[config.mk]
export PLATFORM = sky130hd
export DESIGN_NAME = jimbo_mem_responder
export DESIGN_NICKNAME = d
export VERILOG_FILES = /design/src/rtl/jimbo_mem_responder.sv
export SDC_FILE = /design/constraint.sdc
export NUM_CORES = 1
export LEC_CHECK = 0
export BUFFER_PORTS_ARGS = -buffer_cell sky130_fd_sc_hd__buf_2
export CORE_ASPECT_RATIO = 1.25
export CORE_MARGIN = 1
export CORE_UTILIZATION = 57
export CTS_CLUSTER_DIAMETER = 30
export CTS_CLUSTER_SIZE = 25
export DETAILED_ROUTE_END_ITERATION = 12
export PLACE_DENSITY = 0.73
export REMOVE_ABC_BUFFERS = 1
export SLEW_MARGIN = 15
export SYNTH_ARGS = -nofsm -noshare
export SYNTH_HDL_FRONTEND = slang
export SYNTH_SLANG_ARGS = --single-unit
[constraint.sdc]
create_clock -name clk -period 6.24 [get_ports clk]
set_input_delay 1.248 -clock clk [delete_from_list [all_inputs] [get_ports clk]]
set_output_delay 1.248 -clock clk [all_outputs]
set_load 0.01 [all_outputs]
[src/rtl/jimbo_mem_responder.sv]
// External-memory target for the 4-bit CPU: nibble RAM plus two MMIO nibbles,
// with a host load port that fills RAM while the CPU is held in reset.
module jimbo_mem_responder #(
  parameter int          AW       = 8,
  parameter logic [11:0] OUT_ADDR = 12'hFFF,
  parameter logic [11:0] IN_ADDR  = 12'hFFE
) (
  input  logic        clk,
  input  logic        rst,
  input  logic [11:0] bus_addr,
  input  logic        bus_data_rw,
  input  logic [3:0]  bus_wdata,
  output logic [3:0]  bus_rdata,
  output logic        bus_rdata_oe,
  output logic        cpu_rst_n,
  input  logic        load_en,
  input  logic        load_valid,
  input  logic [3:0]  load_data,
  output logic        load_ready,
  input  logic [3:0]  gpio_in,
  output logic [3:0]  gpio_out
);

  typedef enum logic [1:0] {IDLE, LOAD, RUN} state_t;

  state_t        state, state_nxt;
  logic [AW-1:0] ptr, ptr_nxt;
  logic          load_en_q;
  logic          load_rise;
  logic [3:0]    gpio_in_p0, gpio_in_p1;
  logic [3:0]    ram [0:(1<<AW)-1];

  logic          bus_act;
  logic          ram_hit, out_hit, in_hit;
  logic          ram_we;
  logic [AW-1:0] ram_waddr;
  logic [3:0]    ram_wdata;
  logic [3:0]    rd_val;

  assign load_rise = load_en & ~load_en_q;

  always_comb begin
    state_nxt = state;
    ptr_nxt   = ptr;
    case (state)
      IDLE: begin
        if (load_en) begin
          state_nxt = LOAD;
          ptr_nxt   = '0;
        end else begin
          state_nxt = RUN;
        end
      end
      LOAD: begin
        if (load_valid) ptr_nxt = ptr + AW'(1);
        if (!load_en)   state_nxt = RUN;
      end
      RUN: begin
        if (load_rise) begin
          state_nxt = LOAD;
          ptr_nxt   = '0;
        end
      end
      default: state_nxt = IDLE;
    endcase
  end

  // The cycle that requests a reload already belongs to the loader, so CPU
  // accesses are dropped from that cycle on.
  assign bus_act = (state == RUN) && !load_rise;
  assign ram_hit = (bus_addr >> AW) == 12'd0;
  assign out_hit = (bus_addr == OUT_ADDR);
  assign in_hit  = (bus_addr == IN_ADDR);

  always_comb begin
    ram_we    = 1'b0;
    ram_waddr = ptr;
    ram_wdata = load_data;
    if (state == LOAD && load_valid) begin
      ram_we = 1'b1;
    end else if (bus_act && bus_data_rw && ram_hit) begin
      ram_we    = 1'b1;
      ram_waddr = bus_addr[AW-1:0];
      ram_wdata = bus_wdata;
    end
  end

  always_comb begin
    rd_val = 4'h0;
    if (ram_hit)      rd_val = ram[bus_addr[AW-1:0]];
    else if (out_hit) rd_val = gpio_out;
    else if (in_hit)  rd_val = gpio_in_p1;
  end

  always_ff @(posedge clk) begin
    if (ram_we) ram[ram_waddr] <= ram_wdata;
  end

  always_ff @(posedge clk or posedge rst) begin
    if (rst) begin
      state      <= IDLE;
      ptr        <= '0;
      load_en_q  <= 1'b0;
      cpu_rst_n  <= 1'b0;
      gpio_out   <= 4'h0;
      gpio_in_p0 <= 4'h0;
      gpio_in_p1 <= 4'h0;
      bus_rdata  <= 4'h0;
    end else begin
      state      <= state_nxt;
      ptr        <= ptr_nxt;
      load_en_q  <= load_en;
      // Releases one cycle after RUN entry, but drops on the same edge RUN is left.
      cpu_rst_n  <= (state == RUN) && (state_nxt == RUN);
      gpio_in_p0 <= gpio_in;
      gpio_in_p1 <= gpio_in_p0;
      if (bus_act && bus_data_rw && out_hit) gpio_out <= bus_wdata;
      if (bus_act && !bus_data_rw)           bus_rdata <= rd_val;
    end
  end

  assign load_ready   = (state == LOAD);
  assign bus_rdata_oe = (state == RUN) && !bus_data_rw;

endmodule
# Yosys cells after proc, flatten, opt, wreduce, memory -nomap -nowiden
# Memories as Yosys holds them, arrays and structs flattened.
# Cells that the tools add are included.
word_totals:
  elab_cells: 53
  ram_bits: 1024
  input_bits: 29
  mem_count: 1
  output_inout_bits: 11
  ff_bits: 28
mem_list:
  columns: ["memory", "depth", "width", "rd", "rd_ports_with_merged_regs", "wr", "line_no", "source"]
  rows:
  - ["ram", 256, 4, 1, 0, 1, "31", "logic [3:0] ram [0:(1<<AW)-1];"]
op_classes:
  reduce_logical: 14
  eq_ne: 8
  addsub: 1
  n_mux: 19
  bitwise: 2
op_table:
  columns: ["op", "n"]
  rows:
  - ["$mux W8", 5]
  - ["$eq A12 B12 Y1 const B", 2]
  - ["$pmux W8 S3", 1]
  - ["$mux W4", 5]
  - ["$logic_not A12 Y1", 1]
  - ["$add A8 B1 Y8 const B", 1]
  - ["$logic_and A1 B1 Y1", 8]
  - ["$mux W2", 3]
  - ["$ne A2 B2 Y1 const B", 3]
  - ["$pmux W2 S3", 1]
  - ["$eq A2 B2 Y1 const B", 2]
  - ["$mux W1", 4]
  - ["$reduce_and A4 Y1", 1]
  - ["$reduce_bool A3 Y1", 1]
  - ["$eq A2 B1 Y1 const B", 1]
  - ["$logic_not A1 Y1", 2]
  - ["$logic_not A2 Y1", 1]
  - ["$and A1 B1 Y1", 1]
  - ["$not A1 Y1", 1]

# Logic depth before layout (Yosys ltp)
depth:
  word_depth: 10
  ltp_mapped: 13
  depth_no_buf: 8

# Worst setup path after synthesis
# No wires, ideal clock.
synth_path:
  path_kind: "input to register"
  startpoint: "input port bus_addr[8]"
  endpoint: "memory ram[0][0], data pin"
  cell_stages: 5
  arrival_time_ns: 5.384
  setup_ns: 0.825
  required_ns: 5.415
  path_buffers: 1
  path_slack_ns: 0.031
  cell_sequence: "or4_1 > nor3_4 > buf_4 > nand2_1 > nand2_1"
synth_between:
  elab_chain_cells: 4
synth_rtl:
  columns: ["element", "line_no", "source"]
  rows:
  - ["from (decl)", "10", "input logic [11:0] bus_addr,"]
  - ["$logic_not A12 Y1", "71", "assign ram_hit = (bus_addr >> AW) == 12'd0;"]
  - ["$logic_and A1 B1 Y1", "81", "end else if (bus_act && bus_data_rw && ram_hit) begin"]
  - ["$mux W4", "81", null]
  - ["$mux W4", "79", "if (state == LOAD && load_valid) begin"]
  - ["named net ram_wdata[0]", "37", "logic [3:0] ram_wdata;"]
  - ["to (decl)", "31", null]
# The timed path passes the listed nets, and every way through them passes these cells.

# Worst setup path after layout
layout_path:
  startpoint: "input port bus_addr[8]"
  endpoint: "memory ram[87][3], enable pin"
layout_between:
  elab_chain_cells: 6
  word_cells_on_any_way: 8
  cone_classes: "6 x mux; 2 x reduce/logical"
layout_rtl:
  columns: ["element", "line_no", "source"]
  rows:
  - ["$logic_not A12 Y1 *", "71", null]
  - ["$logic_and A1 B1 Y1 *", "81", null]
  - ["$mux W1", "81", null]
  - ["$mux W1", "79", null]
  - ["$mux W1", "96", "if (ram_we) ram[ram_waddr] <= ram_wdata;"]
  - ["$mux W1 (implied by the code)", "96", null]
# Mark *: on every way between the ends. The rest lies on a longest branch, timed or not.

==> flow_results.org <==
** Final layout
- In the final design database the tool counted approximately 2400 nets.
- Registers take between 0.03 and 0.04 mm2.
- The layout has 4663 filler cells.
- Number of diodes :: 0
- The post-route netlist has 25.6% of its cells at a drive strength greater than 1.
- In the final layout, the multi-input gates occupy 0.00998 mm2.
- Layout overhead on the synthesized area :: 14.6%

** Clock tree
- Post-CTS repair changed the size of 0 cells.
- TritonCTS built the clock tree.
- Clock-pin slew was measured on the worst setup and hold paths at 0.05 ns.
- The root buffer cell chosen for the clock tree is sky130_fd_sc_hd__clkbuf_16.
- In this run, post-CTS hold repair placed 0 buffers.
- Clock latency at the later pin of the worst-skew pair :: 0.75 ns
- The longest clock path from root to sink contains 3 buffers.
- For this design, the sink count on the clock tree is 1052.
- Clock tree synthesis inserted a total of 144 buffers.
- In this run the number of H-tree levels came out at 4.
- Post-CTS setup repair buffer count :: 0

** STA
- Total Neg Setup Slack :: 0 ns
- Hold WS :: 0.348 ns
- At the pin with the least slew margin, the transition time is 1.16 ns.
- The number of pins with negative max-slew slack in the final report is 0.
- Setup-failing EPs final :: 0
- Worst slew margin :: 22.5%
- The hold violation count in the final report is 0.
- Share of the cycle needed by the critical path after routing :: 74.9%
- For this run, the top clock speed supported by timing is 214 MHz.
- The worst path in the final design needs a cycle of 4.68 ns, including I/O delays and setup.
- Worst clock skew :: 0.0379 ns
- Setup repair after global routing missed its margin :: false

** Drt
- Number of iterations in the first detailed-routing pass :: 7
- Across all layers, the routed design uses 23100 vias.
- In this run, the number of DRC markers left after iteration 0 of detailed routing was 3043.
- Average wire length per cell after detail routing :: 32.9 um
- Via/cell ratio :: 6.77
- Wirelength, routed :: approximately 110000 um
- Number of nets with antenna violations after routing :: 0
- DRC errors left :: 0

** Worst setup path
- The cell family contributing the most delay on the critical path is simple AND/OR/NAND/NOR gates.
- The critical path in this run is classified as in2reg.
- CP cell instances :: buf_2 -> nor4_2 -> buf_4 -> nand3_1 -> nand2_1 -> nand3_1 -> buf_4 -> nor2_1
- Sort of element at the start of the critical path :: input pin
- At the worst endpoint, the arrival time is 5.07 ns.
- At the worst endpoint, the required time is 6.64 ns.
- The largest single stage delay on the critical path is just under 0.8 ns.
- On the critical path, the stage with the largest delay is an instance of sky130_fd_sc_hd__nand2_1.
- Highest net fanout along the worst path :: 26
- Worst Setup End Kind :: flop
- Together, buffers and inverters on the worst path number 3.

** Die
- FP Rows :: 111
- Die ar. :: 0.0753 mm2
- Horizontal die dimension :: 246 um
- For this configuration, the core starts out at a cell density of about 58%.
- 40 I/O pins were placed.
- The floorplan step defined a core boundary enclosing roughly 0.073 mm2.
- Measured along the y axis, the die boundary spans around 300 um.

** Status
- Result of the run :: finished, final reports clean

** Synthesis
- FFs w/ async S/R, synth :: under 10%
- The most used flip-flop cell after synthesis is sky130_fd_sc_hd__edfxtp_1.
- The synthesized design devotes to its leading area cell type 72.7% of total area.
- The synthesized design spends more area on one cell type than any other, namely sky130_fd_sc_hd__edfxtp_1.
- Complex-gate fraction of the synthesized area :: 2.87%
- Synthesis inferred 1052 register bits.
- Mean instance size in the synthesized netlist :: 19.1 um2
- The netlist uses 71 different library cells.
- Mux cell area share after synthesis :: about 16%
- After synthesis, the largest family of logic cells by area is multiplexers.
- After Yosys synthesis, and, or, nand and nor cells account for ~5.1% of the synthesized area.
- Post-synthesis instance total :: 2216
- By area the synthesized netlist is led by sky130_fd_sc_hd__edfxtp_1, sky130_fd_sc_hd__mux4_2, sky130_fd_sc_hd__nor2_1.
- Fraction of the mapped netlist area in adder cells :: 0.0296%
- Parity-gate share of the synthesized area counting xor and xnor cells :: 0.0414%
- The commonest cells after synthesis are sky130_fd_sc_hd__edfxtp_1, sky130_fd_sc_hd__nor2_1, sky130_fd_sc_hd__mux4_2.
- Number of enable-type register cells in the synthesized netlist :: 1024
- Most repeated cell in the gate-level netlist after synthesis :: sky130_fd_sc_hd__edfxtp_1
- Warnings, synthesis :: 0
- Share of synthesized area occupied by flip-flops and latches :: roughly 74%
- Total standard cell area after synthesis :: about 0.042 mm2

** Power and ir drop
- IR drop worst, VDD :: 0.288 mV
- Total power divided by cell area :: 348 mW/mm2
- The analysis attributes to cell leakage a power of 15.5 nW.

** Place
- At the end of routability-driven placement, the weighted congestion stood at 0.955.
- Half-perimeter wire length after detailed placement :: about 67000 um
- Number of port buffers :: 39

** Job
- Max capacitance violation total :: 0

** Global route
- Initial antenna violation count :: 4
- For this run, the total global-route usage over all layers was measured as between 30% and 40%.
- The first global-routing pass estimated 162000 um of wire.
- Entering global routing, the biggest net connects 116 pins.
- Via count of the first global-routing pass :: approximately 24000
- The total overflow left after global routing is 0.

** Min path
- Type of the most critical hold path :: reg2reg
## report_power, final
part           switching (mW)  internal (mW)
Clock                    3.23           4.99
Sequential             0.0341           7.78
Combinational           0.548          0.279
## metal layers
layer	track usage, %	vias to the layer above	share of wire [%]
li1	-	9243	-
met3	7.68	340	11
met2	47.8	1590	48
met4	16.4	4	5.4
met1	40.5	11900	36
met5	0	-	0.022
## layout make-up
type / count / share of cell area [%]
inverter: 10 / 0.0801
clock buffer: 159 / 7.75
sequential: 1052 / 64.9
clock inverter: 107 / 2.39
multi-input combinational: 1019 / 20.6
tap: 960 / 2.48
timing repair buffer: 106 / 1.80
## state kept, by name, summed over array words and instances (netlist names)
register,cells
ptr,8
cpu_rst_n,1
bus_rdata,4
gpio_in_p0,4
ram,1024
state,2
load_en_q,1
gpio_out,4
gpio_in_p1,4
## cell families after synthesis
group                    count (synthesis)
multiplexers                           343
AO/OA/AOI/OAI                          171
adder cells (fa/ha/maj)                  1
buffers and inverters                  145
XOR/XNOR                                 2
AND/OR/NAND/NOR                        502
flip-flops                            1052
## metrics by stage
| step | setup WS [ns] | total power, mW | utilization, % | area, um2 | cells |
|---|---|---|---|---|---|
| floorplan | 0.0283 | 8.38 | - | 41400 | 2081 |
| global placement | 1.09 | 8.76 | 59.4 | 43500 | 3147 |
| detailed placement | 0.987 | 8.77 | 59.4 | 43500 | 3147 |
| CTS | 1.73 | 16.9 | 66.1 | 48500 | 3413 |
| global route | 1.46 | 17.2 | 66.1 | 48500 | 3413 |
| finish | 1.56 | 16.9 | 66.1 | 48500 | 3413 |
## cells in the final DEF (no fill, tap or decap), types with 7 or more instances in the layout
cell type                       n
sky130_fd_sc_hd__edfxtp_1    1024
sky130_fd_sc_hd__nor2_1       285
sky130_fd_sc_hd__mux4_2       242
sky130_fd_sc_hd__clkbuf_16    148
sky130_fd_sc_hd__nand2_1      106
sky130_fd_sc_hd__mux2i_1       85
sky130_fd_sc_hd__buf_4         56
sky130_fd_sc_hd__nand3_1       37
sky130_fd_sc_hd__buf_2         36
sky130_fd_sc_hd__o21ai_0       34
sky130_fd_sc_hd__dfrtp_1       28
sky130_fd_sc_hd__clkinv_2      23
sky130_fd_sc_hd__a21oi_1       21
sky130_fd_sc_hd__inv_6         20
sky130_fd_sc_hd__a22oi_1       14
sky130_fd_sc_hd__clkinvlp_4    14
sky130_fd_sc_hd__nand2b_1      13
sky130_fd_sc_hd__o22ai_1       13
sky130_fd_sc_hd__bufinv_16     13
sky130_fd_sc_hd__nor3_1        12
sky130_fd_sc_hd__clkinv_4      12
sky130_fd_sc_hd__buf_12        12
sky130_fd_sc_hd__a221oi_1      11
sky130_fd_sc_hd__o211ai_1      11
sky130_fd_sc_hd__inv_8         11
sky130_fd_sc_hd__nand3b_1      10
sky130_fd_sc_hd__mux2_2        10
sky130_fd_sc_hd__clkbuf_1      10
sky130_fd_sc_hd__nand4_1        9
sky130_fd_sc_hd__clkinv_1       9
sky130_fd_sc_hd__inv_1          7
sky130_fd_sc_hd__o21ai_1        7
## worst paths after layout
path | to | cells past startpoint | from | slack (ns)
setup reg to reg | ram[87][3] | 8 | state[1] | 2.05
setup / recovery | ram[87][3] | 8 | bus_addr[8] | 1.56
max in group asynchronous | ptr[3] | 3 | rst | 5.28
hold / removal | gpio_in_p1[2] | 0 | gpio_in_p0[2] | 0.35
hold reg to reg | gpio_in_p1[2] | 0 | gpio_in_p0[2] | 0.35
min in group asynchronous | gpio_out[1] | 3 | rst | 0.60
(Power assumes the default switching activity.)
